## src/rtl/brq_pkg.sv

```systemverilog
// Shared types and limits for the instruction-fetch responder.
package brq_pkg;

    typedef struct packed {
        logic        err;
        logic [31:0] rdata;
    } instr_rsp_t;

    localparam int unsigned INSTR_RSP_MAX_LAT = 4;

endpackage

```

## src/rtl/brq_instr_rsp_pipe.sv

```systemverilog
// Fixed-length delay line carrying fetch responses; only the valid bits are reset.
module brq_instr_rsp_pipe
    import brq_pkg::*;
#(
    parameter int unsigned Depth = 1
) (
    input  logic       clk_i,
    input  logic       rst_ni,
    input  logic       valid_i,
    input  instr_rsp_t rsp_i,
    output logic       valid_o,
    output instr_rsp_t rsp_o
);

    logic [Depth-1:0] valid_q;
    instr_rsp_t       rsp_q [Depth];

    always_ff @(posedge clk_i) begin
        if (!rst_ni) begin
            valid_q <= '0;
        end else begin
            valid_q[0] <= valid_i;
            for (int i = 1; i < int'(Depth); i++) begin
                valid_q[i] <= valid_q[i-1];
            end
        end
    end

    // Payload needs no reset: it is never observed without its valid bit.
    always_ff @(posedge clk_i) begin
        rsp_q[0] <= rsp_i;
        for (int i = 1; i < int'(Depth); i++) begin
            rsp_q[i] <= rsp_q[i-1];
        end
    end

    assign valid_o = valid_q[Depth-1];
    assign rsp_o   = rsp_q[Depth-1];

endmodule

```

## src/rtl/brq_instr_mem_responder.sv

```systemverilog
// Instruction-fetch bus responder in front of a 1-cycle-latency SRAM: grant gating,
// range check, in-order fixed-latency responses and an in-flight counter.
module brq_instr_mem_responder
    import brq_pkg::*;
#(
    parameter logic [31:0] MemBase        = 32'h0000_0000,
    parameter int unsigned MemDepth       = 1024,
    parameter int unsigned RespLatency    = 1,
    parameter int unsigned MaxOutstanding = 2
) (
    input  logic                        clk_i,
    input  logic                        rst_ni,
    input  logic                        instr_req_i,
    input  logic [31:0]                 instr_addr_i,
    output logic                        instr_gnt_o,
    output logic                        instr_rvalid_o,
    output logic [31:0]                 instr_rdata_o,
    output logic                        instr_err_o,
    input  logic                        gnt_stall_i,
    output logic                        sram_req_o,
    output logic [$clog2(MemDepth)-1:0] sram_addr_o,
    input  logic [31:0]                 sram_rdata_i,
    output logic [2:0]                  outstanding_o
);

    localparam int unsigned AddrW    = $clog2(MemDepth);
    localparam logic [32:0] MemBytes = 33'(MemDepth) * 33'd4;
    localparam logic [2:0]  MaxOut   = 3'(MaxOutstanding);

    if (RespLatency < 1 || RespLatency > INSTR_RSP_MAX_LAT) begin : g_bad_latency
        $error("RespLatency out of range");
    end
    if (MaxOutstanding < 1 || MaxOutstanding > RespLatency + 1) begin : g_bad_outstanding
        $error("MaxOutstanding out of range");
    end
    if (MemDepth < 2 || (MemDepth & (MemDepth - 1)) != 0) begin : g_bad_depth
        $error("MemDepth must be a power of two >= 2");
    end

    logic [31:0] off;
    logic        in_range;
    logic [2:0]  outstanding_q;
    logic        s1_valid_q;
    logic        s1_err_q;
    instr_rsp_t  s1_rsp;
    logic        rsp_valid;
    instr_rsp_t  rsp;
    instr_rsp_t  hold_q;

    // Grant looks only at the registered count, so rvalid never feeds back into gnt.
    always_comb begin
        off         = instr_addr_i - MemBase;
        in_range    = {1'b0, off} < MemBytes;
        instr_gnt_o = rst_ni & instr_req_i & ~gnt_stall_i & (outstanding_q < MaxOut);
        sram_req_o  = instr_gnt_o & in_range;
        sram_addr_o = off[AddrW+1:2];
    end

    always_ff @(posedge clk_i) begin
        if (!rst_ni) begin
            s1_valid_q <= 1'b0;
            s1_err_q   <= 1'b0;
        end else begin
            s1_valid_q <= instr_gnt_o;
            s1_err_q   <= ~in_range;
        end
    end

    // SRAM data arrives in the stage-1 cycle, so stage 1 merges it combinationally.
    always_comb begin
        s1_rsp.err   = s1_err_q;
        s1_rsp.rdata = s1_err_q ? 32'h0 : sram_rdata_i;
    end

    if (RespLatency > 1) begin : g_pipe
        brq_instr_rsp_pipe #(
            .Depth (RespLatency - 1)
        ) u_rsp_pipe (
            .clk_i   (clk_i),
            .rst_ni  (rst_ni),
            .valid_i (s1_valid_q),
            .rsp_i   (s1_rsp),
            .valid_o (rsp_valid),
            .rsp_o   (rsp)
        );
    end else begin : g_no_pipe
        assign rsp_valid = s1_valid_q;
        assign rsp       = s1_rsp;
    end

    always_ff @(posedge clk_i) begin
        if (!rst_ni) begin
            hold_q <= '0;
        end else if (rsp_valid) begin
            hold_q <= rsp;
        end
    end

    always_comb begin
        instr_rvalid_o = rsp_valid;
        instr_rdata_o  = rsp_valid ? rsp.rdata : hold_q.rdata;
        instr_err_o    = rsp_valid ? rsp.err : hold_q.err;
    end

    always_ff @(posedge clk_i) begin
        if (!rst_ni) begin
            outstanding_q <= '0;
        end else begin
            case ({instr_gnt_o, rsp_valid})
                2'b10:   outstanding_q <= outstanding_q + 3'd1;
                2'b01:   outstanding_q <= outstanding_q - 3'd1;
                default: outstanding_q <= outstanding_q;
            endcase
        end
    end

    assign outstanding_o = outstanding_q;

`ifndef SYNTHESIS
    a_addr_stable : assert property (@(posedge clk_i) disable iff (!rst_ni)
        (instr_req_i && !instr_gnt_o) |=> $stable(instr_addr_i));
    a_max_outstanding : assert property (@(posedge clk_i) disable iff (!rst_ni)
        outstanding_q <= MaxOut);
    a_rvalid_needs_outstanding : assert property (@(posedge clk_i) disable iff (!rst_ni)
        rsp_valid |-> (outstanding_q != 3'd0));
`endif

endmodule
```

## config.mk

```make
export PLATFORM = sky130hd
export DESIGN_NAME = brq_instr_mem_responder
export DESIGN_NICKNAME = d
export VERILOG_FILES = /design/src/rtl/brq_pkg.sv /design/src/rtl/brq_instr_rsp_pipe.sv /design/src/rtl/brq_instr_mem_responder.sv
export SDC_FILE = /design/constraint.sdc
export NUM_CORES = 1
export LEC_CHECK = 0
export CAP_MARGIN = 30
export CORE_MARGIN = 3
export CORE_UTILIZATION = 38
export DETAILED_ROUTE_END_ITERATION = 8
export MAX_ROUTING_LAYER = met4
export PLACE_DENSITY = 0.95
export REMOVE_ABC_BUFFERS = 1
export SLEW_MARGIN = 30
export SYNTH_ARGS = -nofsm -noshare
export SYNTH_HDL_FRONTEND = slang
export SYNTH_SLANG_ARGS = --single-unit
export TNS_END_PERCENT = 1
```

## constraint.sdc

```tcl
create_clock -name clk_i -period 2.9 [get_ports clk_i]
set_input_delay 0.29 -clock clk_i [delete_from_list [all_inputs] [get_ports clk_i]]
set_output_delay 0.29 -clock clk_i [all_outputs]
set_load 0.03 [all_outputs]
```

==> results of run 1 <==
cells by family (layout without fill, tap and decap cells):
logic type | Yosys count | after routing | share of synthesized area (%)
flip-flops | 38 | 38 | 45.1
AO/OA/AOI/OAI | 36 | 36 | 10.9
XOR/XNOR | 2 | 2 | 1.04
adder cells (fa/ha/maj) | 2 | 2 | 1.93
AND/OR/NAND/NOR | 111 | 111 | 31.7
buffers and inverters | 26 | 112 | 8.67
multiplexers | 1 | 1 | 0.667
cells in the mapped netlist:
| cell | n |
|---|---|
| a21oi_1 | 33 |
| and2_2 | 2 |
| and2b_1 | 1 |
| buf_4 | 13 |
| clkbuf_1 | 6 |
| clkinv_1 | 1 |
| dfxtp_1 | 38 |
| fa_1 | 1 |
| ha_1 | 1 |
| inv_1 | 6 |
| mux2_2 | 1 |
| nand2_1 | 65 |
| nand2b_1 | 31 |
| nand3_1 | 1 |
| nor2_1 | 3 |
| nor3_2 | 1 |
| nor4_1 | 5 |
| o21a_1 | 1 |
| o21ai_0 | 1 |
| o22ai_1 | 1 |
| or3_1 | 1 |
| or4_4 | 1 |
| xor2_1 | 2 |
layout make-up:
type	count	area share (%)
timing repair buffer	97	33.7
multi-input combinational	152	29.7
inverter	7	1.00
clock buffer	8	4.19
tap	50	2.38
sequential	38	29.0
worst reg2reg max path: cells and delay by family, from the launching register on:
| kind | cells | cell delay [ns] |
|---|---|---|
| XOR/XNOR | 1 | 0.15 |
| buffers and inverters | 1 | 0.07 |
| adder cells (fa/ha/maj) | 2 | 0.70 |
| AO/OA/AOI/OAI | 1 | 0.14 |
| AND/OR/NAND/NOR | 1 | 0.31 |
| flip-flops | 1 | 0.68 |
power by group:
part / switching [mW] / internal, mW
Clock: 0.167 / 0.240
Sequential: 0.00923 / 0.537
Combinational: 0.103 / 0.121
Total: 0.279 / 0.897
layer usage:
layer / vias up / global-route usage, % / wire (µm)
met3: 7 / 9.37 / 560
met5: - / - / 0
met1: 720 / 18.2 / 1680
li1: 852 / - / -
met4: 0 / 5.53 / 59
met2: 73 / 29.1 / 2190
worst max-delay path by stage:
stage	start	end	cells after the start
after floorplan	instr_rvalid_o	outstanding_o[2]	6
after global placement	rst_ni	sram_req_o	5
after detailed placement	rst_ni	sram_req_o	5
after CTS	rst_ni	sram_req_o	5
after global routing	rst_ni	sram_req_o	5
final	rst_ni	sram_req_o	5
flip-flops by register name, summed over array words and instances, names as in the netlist:
signal / count
outstanding_o: 3
s1_err_q: 1
hold_q: 33
instr_rvalid_o: 1
==> reports/results.txt, run 1 <==
Status = complete, no violations
Number of vias per cell = 4.69
DP Area = 0.00252 mm²
Hold_ws = 0.478 ns
Place WS = 0.363 ns
Multi-input gate area = 781 µm²
Chip width = 72.6 µm
Synthesis Warnings = 0
Starting density of the core = 40.7%
N_diodes = 0
Pre-Repair DR Iteration Count = 4
Reg-to-Reg End = outstanding_o[2]
Largest net degree at the start of global routing = 32
WL final = 4490 µm
# DRC = 0
VDD IR max = 0.000260 V
Cells after DPL = 344
Post-Syn Area per Cell = 7.81 µm²
Vias in the first global route = 1570
R2R Path Start = instr_rvalid_o
Slew HR = 62.4%
Post-CTS Setup Inserts = 0
Synth Register Bits = 38
CTS tree = yes
Worst r2r path cells = 6
Area of all placed cells without fillers = 0.00263 mm²
Final setup viols = 0
HPWL after DPL = 3520 µm
Hold/Removal Path Class = flop to flop
Commonest non-fill, non-tap cell in the layout = nand2_1
Startpoint Class = primary input
Post-cts sizing count = 0
Final worst slack = 0.360 ns
Final cell count without fillers = 352
Initial antenna violation count = 0
Clk buf depth = 2
Register Area = 761 µm²
GRT Util Overall = 17.7%
CP Class = primary input to output port
Worst Skew = 0.00348 ns
Worst-path clk slew = 0.07 ns
Final net count = 371
FP Rows = 23
Total clock sinks = 38
Clock Latency Late Sink = 0.28 ns
Leakage = 1.19 nW
Cts bufs inserted = 5
Final period util = 87.6%
Crit-path max FO = 5
Cells after Synth = 216
Max stage delay on crit path = 0.69 ns
Synthesized area = 0.00169 mm²
Fin util = 63.4%
Global route total overflow = 0
Final hold violation count = 0
Unique masters post-synth = 23
Sequential-to-total area share from yosys stat = 45.1%
Area leader, netlist = dfxtp_1
Hold path cells = 2
Gpl congestion = 0.713
Arr. time, crit path = 2.25 ns
First-pass GRT wire length = 7070 µm
Remaining antenna violation count after routing = 0
Die height = 72.6 µm
Buf/Inv on CP = 2
CTS Hold Bufs = 0
Synth top area cells = dfxtp_1, nand2_1, nand2b_1, a21oi_1, buf_4
TNS Setup = 0 ns
Core area = 0.00414 mm²
P&R area growth vs syn = 55.6%
Crit path cell chain = clkdlybuf4s50_1 > nand2_1 > or4_4 > nor3_2 > clkdlybuf4s50_1
H-tree Lvls = 2
Max Cap Viol = 0
Reg2reg setup slack = 0.78 ns
Fmax = 0.394 GHz
Vias = 1652
Least-Margin Pin Slew = 0.563 ns
Top-area cell type share of the netlist area = 45.1%
Detailed router's first-iteration violation count = 24
Hold Path Origin = hold_q[12]
WP data required = 2.61 ns
Die ar. = 0.00528 mm²
# fillers = 378
Slowest cell on crit path = clkdlybuf4s50_1
Slew Limit Fails = 0
PortBufs = 94
Most used cell, CP = clkdlybuf4s50_1
CP endpoint kind = output port
Fin crit period = 2.54 ns
Family with the most delay on the worst path = buffers and inverters
RSZ-0062 raised after global routing = no
Routed len/inst = 12.8 µm
WHS Endpoint = hold_q[12]
CTS root buf = clkbuf_8
Pwr Total = 1.18 mW
PD cells = 448 mW/mm²
Layout cell share with drive strength beyond 1 = 15.6%
# IOs = 117
Most frequent cells in the layout = nand2_1, clkdlybuf4s50_1, dfxtp_1, buf_4, a21oi_1
(Power assumes the default switching activity.)
==> inputs of run 2 (changes only) <==
- CORE_UTILIZATION: 38 -> 35
- PLACE_DENSITY: 0.95 -> 0.91
- clock period: 2.9 -> 2.82 ns (I/O delays scaled with it)
==> reports/results.txt, run 2 (synthesis gave the netlist of run 1 again) <==
Status = complete, no violations
Pwr Total = 1.14 mW (-2.8%)
Total clock sinks = 38 (unchanged)
# fillers = 422 (+12%)
Top reg by flops = hold_q
Die ar. = 0.00569 mm² (+7.9%)
Final worst slack = 0.302 ns (-0.0581 ns)
Max Cap Viol = 0 (unchanged)
WL final = 4430 µm (-1.3%)
Hold/Removal Path Class = flop to flop
Hold_ws = 0.479 ns (+0.00105 ns)
Crit-path max FO = 5 (unchanged)
Fmax = 0.397 GHz
Worst r2r path cells = 6 (unchanged)
Gpl congestion = 0.832 (+17%)
Commonest non-fill, non-tap cell in the layout = nand2_1
Hold path cells = 2 (unchanged)
Die height = 75.4 µm (+3.9%)
Final hold violation count = 0 (unchanged)
Initial antenna violation count = 0 (unchanged)
Core area = 0.00450 mm² (+8.7%)
DP Area = 0.00253 mm² (+0.60%)
Vias in the first global route = 1501 (-4.4%)
Register Area = 761 µm² (unchanged)
Clk buf depth = 2 (unchanged)
Slew Limit Fails = 0 (unchanged)
WHS Endpoint = hold_q[29]
Largest register FFs = 33 (unchanged)
Global route total overflow = 0 (unchanged)
Cts bufs inserted = 5 (unchanged)
Largest net degree at the start of global routing = 22 (-31%)
Place WS = 0.291 ns (-0.0712 ns)
Routed len/inst = 12.6 µm (-1.3%)
Arr. time, crit path = 2.24 ns (about the same)
N_diodes = 0 (unchanged)
Post-cts sizing count = 0 (unchanged)
Layout cell share with drive strength beyond 1 = 15.0% (-0.56 points)
Leakage = 1.18 nW (-0.96%)
CTS tree = yes
FP Rows = 24 (+4.3%)
RSZ-0062 raised after global routing = no
Reg-to-Reg End = outstanding_o[2]
Worst-path clk slew = 0.07 ns (about the same)
Area of all placed cells without fillers = 0.00261 mm² (-0.48%)
Chip width = 75.4 µm (+3.9%)
# DRC = 0 (unchanged)
Post-CTS Setup Inserts = 0 (unchanged)
Hold Path Origin = hold_q[29]
TNS Setup = 0 ns (unchanged)
GRT Util Overall = 15.9% (-1.7 points)
WP data required = 2.54 ns (-0.07 ns)
Startpoint Class = primary input
Worst Skew = 0.00495 ns (+0.00146 ns)
Remaining antenna violation count after routing = 0 (unchanged)
First-pass GRT wire length = 6670 µm (-5.8%)
Pre-Repair DR Iteration Count = 4 (unchanged)
Vias = 1640 (-0.73%)
Slew HR = 59.6% (-2.9 points)
Clock Latency Late Sink = 0.27 ns (about the same)
Fin crit period = 2.52 ns
R2R Path Start = instr_rvalid_o
PD cells = 437 mW/mm² (-2.4%)
Most frequent cells in the layout = nand2_1, clkdlybuf4s50_1, dfxtp_1, a21oi_1, buf_4
CTS Hold Bufs = 0 (unchanged)
Multi-input gate area = 781 µm² (unchanged)
Final period util = 89.3%
Least-Margin Pin Slew = 0.606 ns (+0.0431 ns)
Final net count = 371 (unchanged)
Final setup viols = 0 (unchanged)
Starting density of the core = 37.5% (-3.3 points)
# IOs = 117 (unchanged)
CP endpoint kind = output port
PortBufs = 94 (unchanged)
P&R area growth vs syn = 54.9%
H-tree Lvls = 2 (unchanged)
Reg2reg setup slack = 0.67 ns (-0.11 ns)
VDD IR max = 0.000323 V (+24%)
Number of vias per cell = 4.66 (-0.73%)
HPWL after DPL = 3510 µm (-0.17%)
Detailed router's first-iteration violation count = 29 (+21%)
CP Class = primary input to output port
CTS root buf = clkbuf_8
run 2: critical path: stages:
cell and delay, ns:
clkdlybuf4s50_1 0.55, nand2_1 0.09, or4_4 0.45, nor3_2 0.18, clkdlybuf4s50_1 0.69
run 2: area by class of cell:
| class | instances | area share (%) |
|---|---|---|
| Timing Repair Buffer | 97 | 34.4 |
| Multi-Input combinational cell | 152 | 29.9 |
| Sequential cell | 38 | 29.1 |
| Clock buffer | 6 | 3.16 |
| Tap cell | 52 | 2.49 |
| Inverter | 7 | 1.01 |
run 2: routing by layer:
metal | global-route usage [%] | up-vias | routed length [µm]
met1 | 15.9 | 731 | 1750
met5 | - | - | 0
met4 | 4.08 | 0 | 16
met2 | 28.1 | 58 | 2270
met3 | 7.39 | 2 | 402
li1 | - | 849 | -
run 2: how the worst max path moves through the flow:
stage | from | to | cells after the start
finish | rst_ni | sram_req_o | 5
global route | instr_rvalid_o | instr_rdata_o[30] | 4
CTS | instr_rvalid_o | instr_rdata_o[30] | 4
detailed placement | rst_ni | sram_req_o | 5
global placement | rst_ni | sram_req_o | 5
floorplan | instr_rvalid_o | outstanding_o[2] | 6
run 2: metrics by stage:
step           cells  util [%]
6_report         352      58.0
5_1_grt          352      58.0
4_1_cts          352      58.0
3_5_place_dp     346      56.2
3_3_place_gp     346      56.2
2_1_floorplan    197         -
run 2: power by group:
group | internal, mW | switching [mW] | total [mW]
sequential | 0.552 | 0.00952 | 0.561
combinational | 0.126 | 0.104 | 0.230
clock | 0.188 | 0.163 | 0.351
total | 0.866 | 0.277 | 1.14
==> inputs of run 3 (changes only) <==
- ABC_CLOCK_PERIOD_IN_PS: default -> 2820
==> results of run 3 <==
The final DEF is identical to that of run 2; final timing and power are the same.
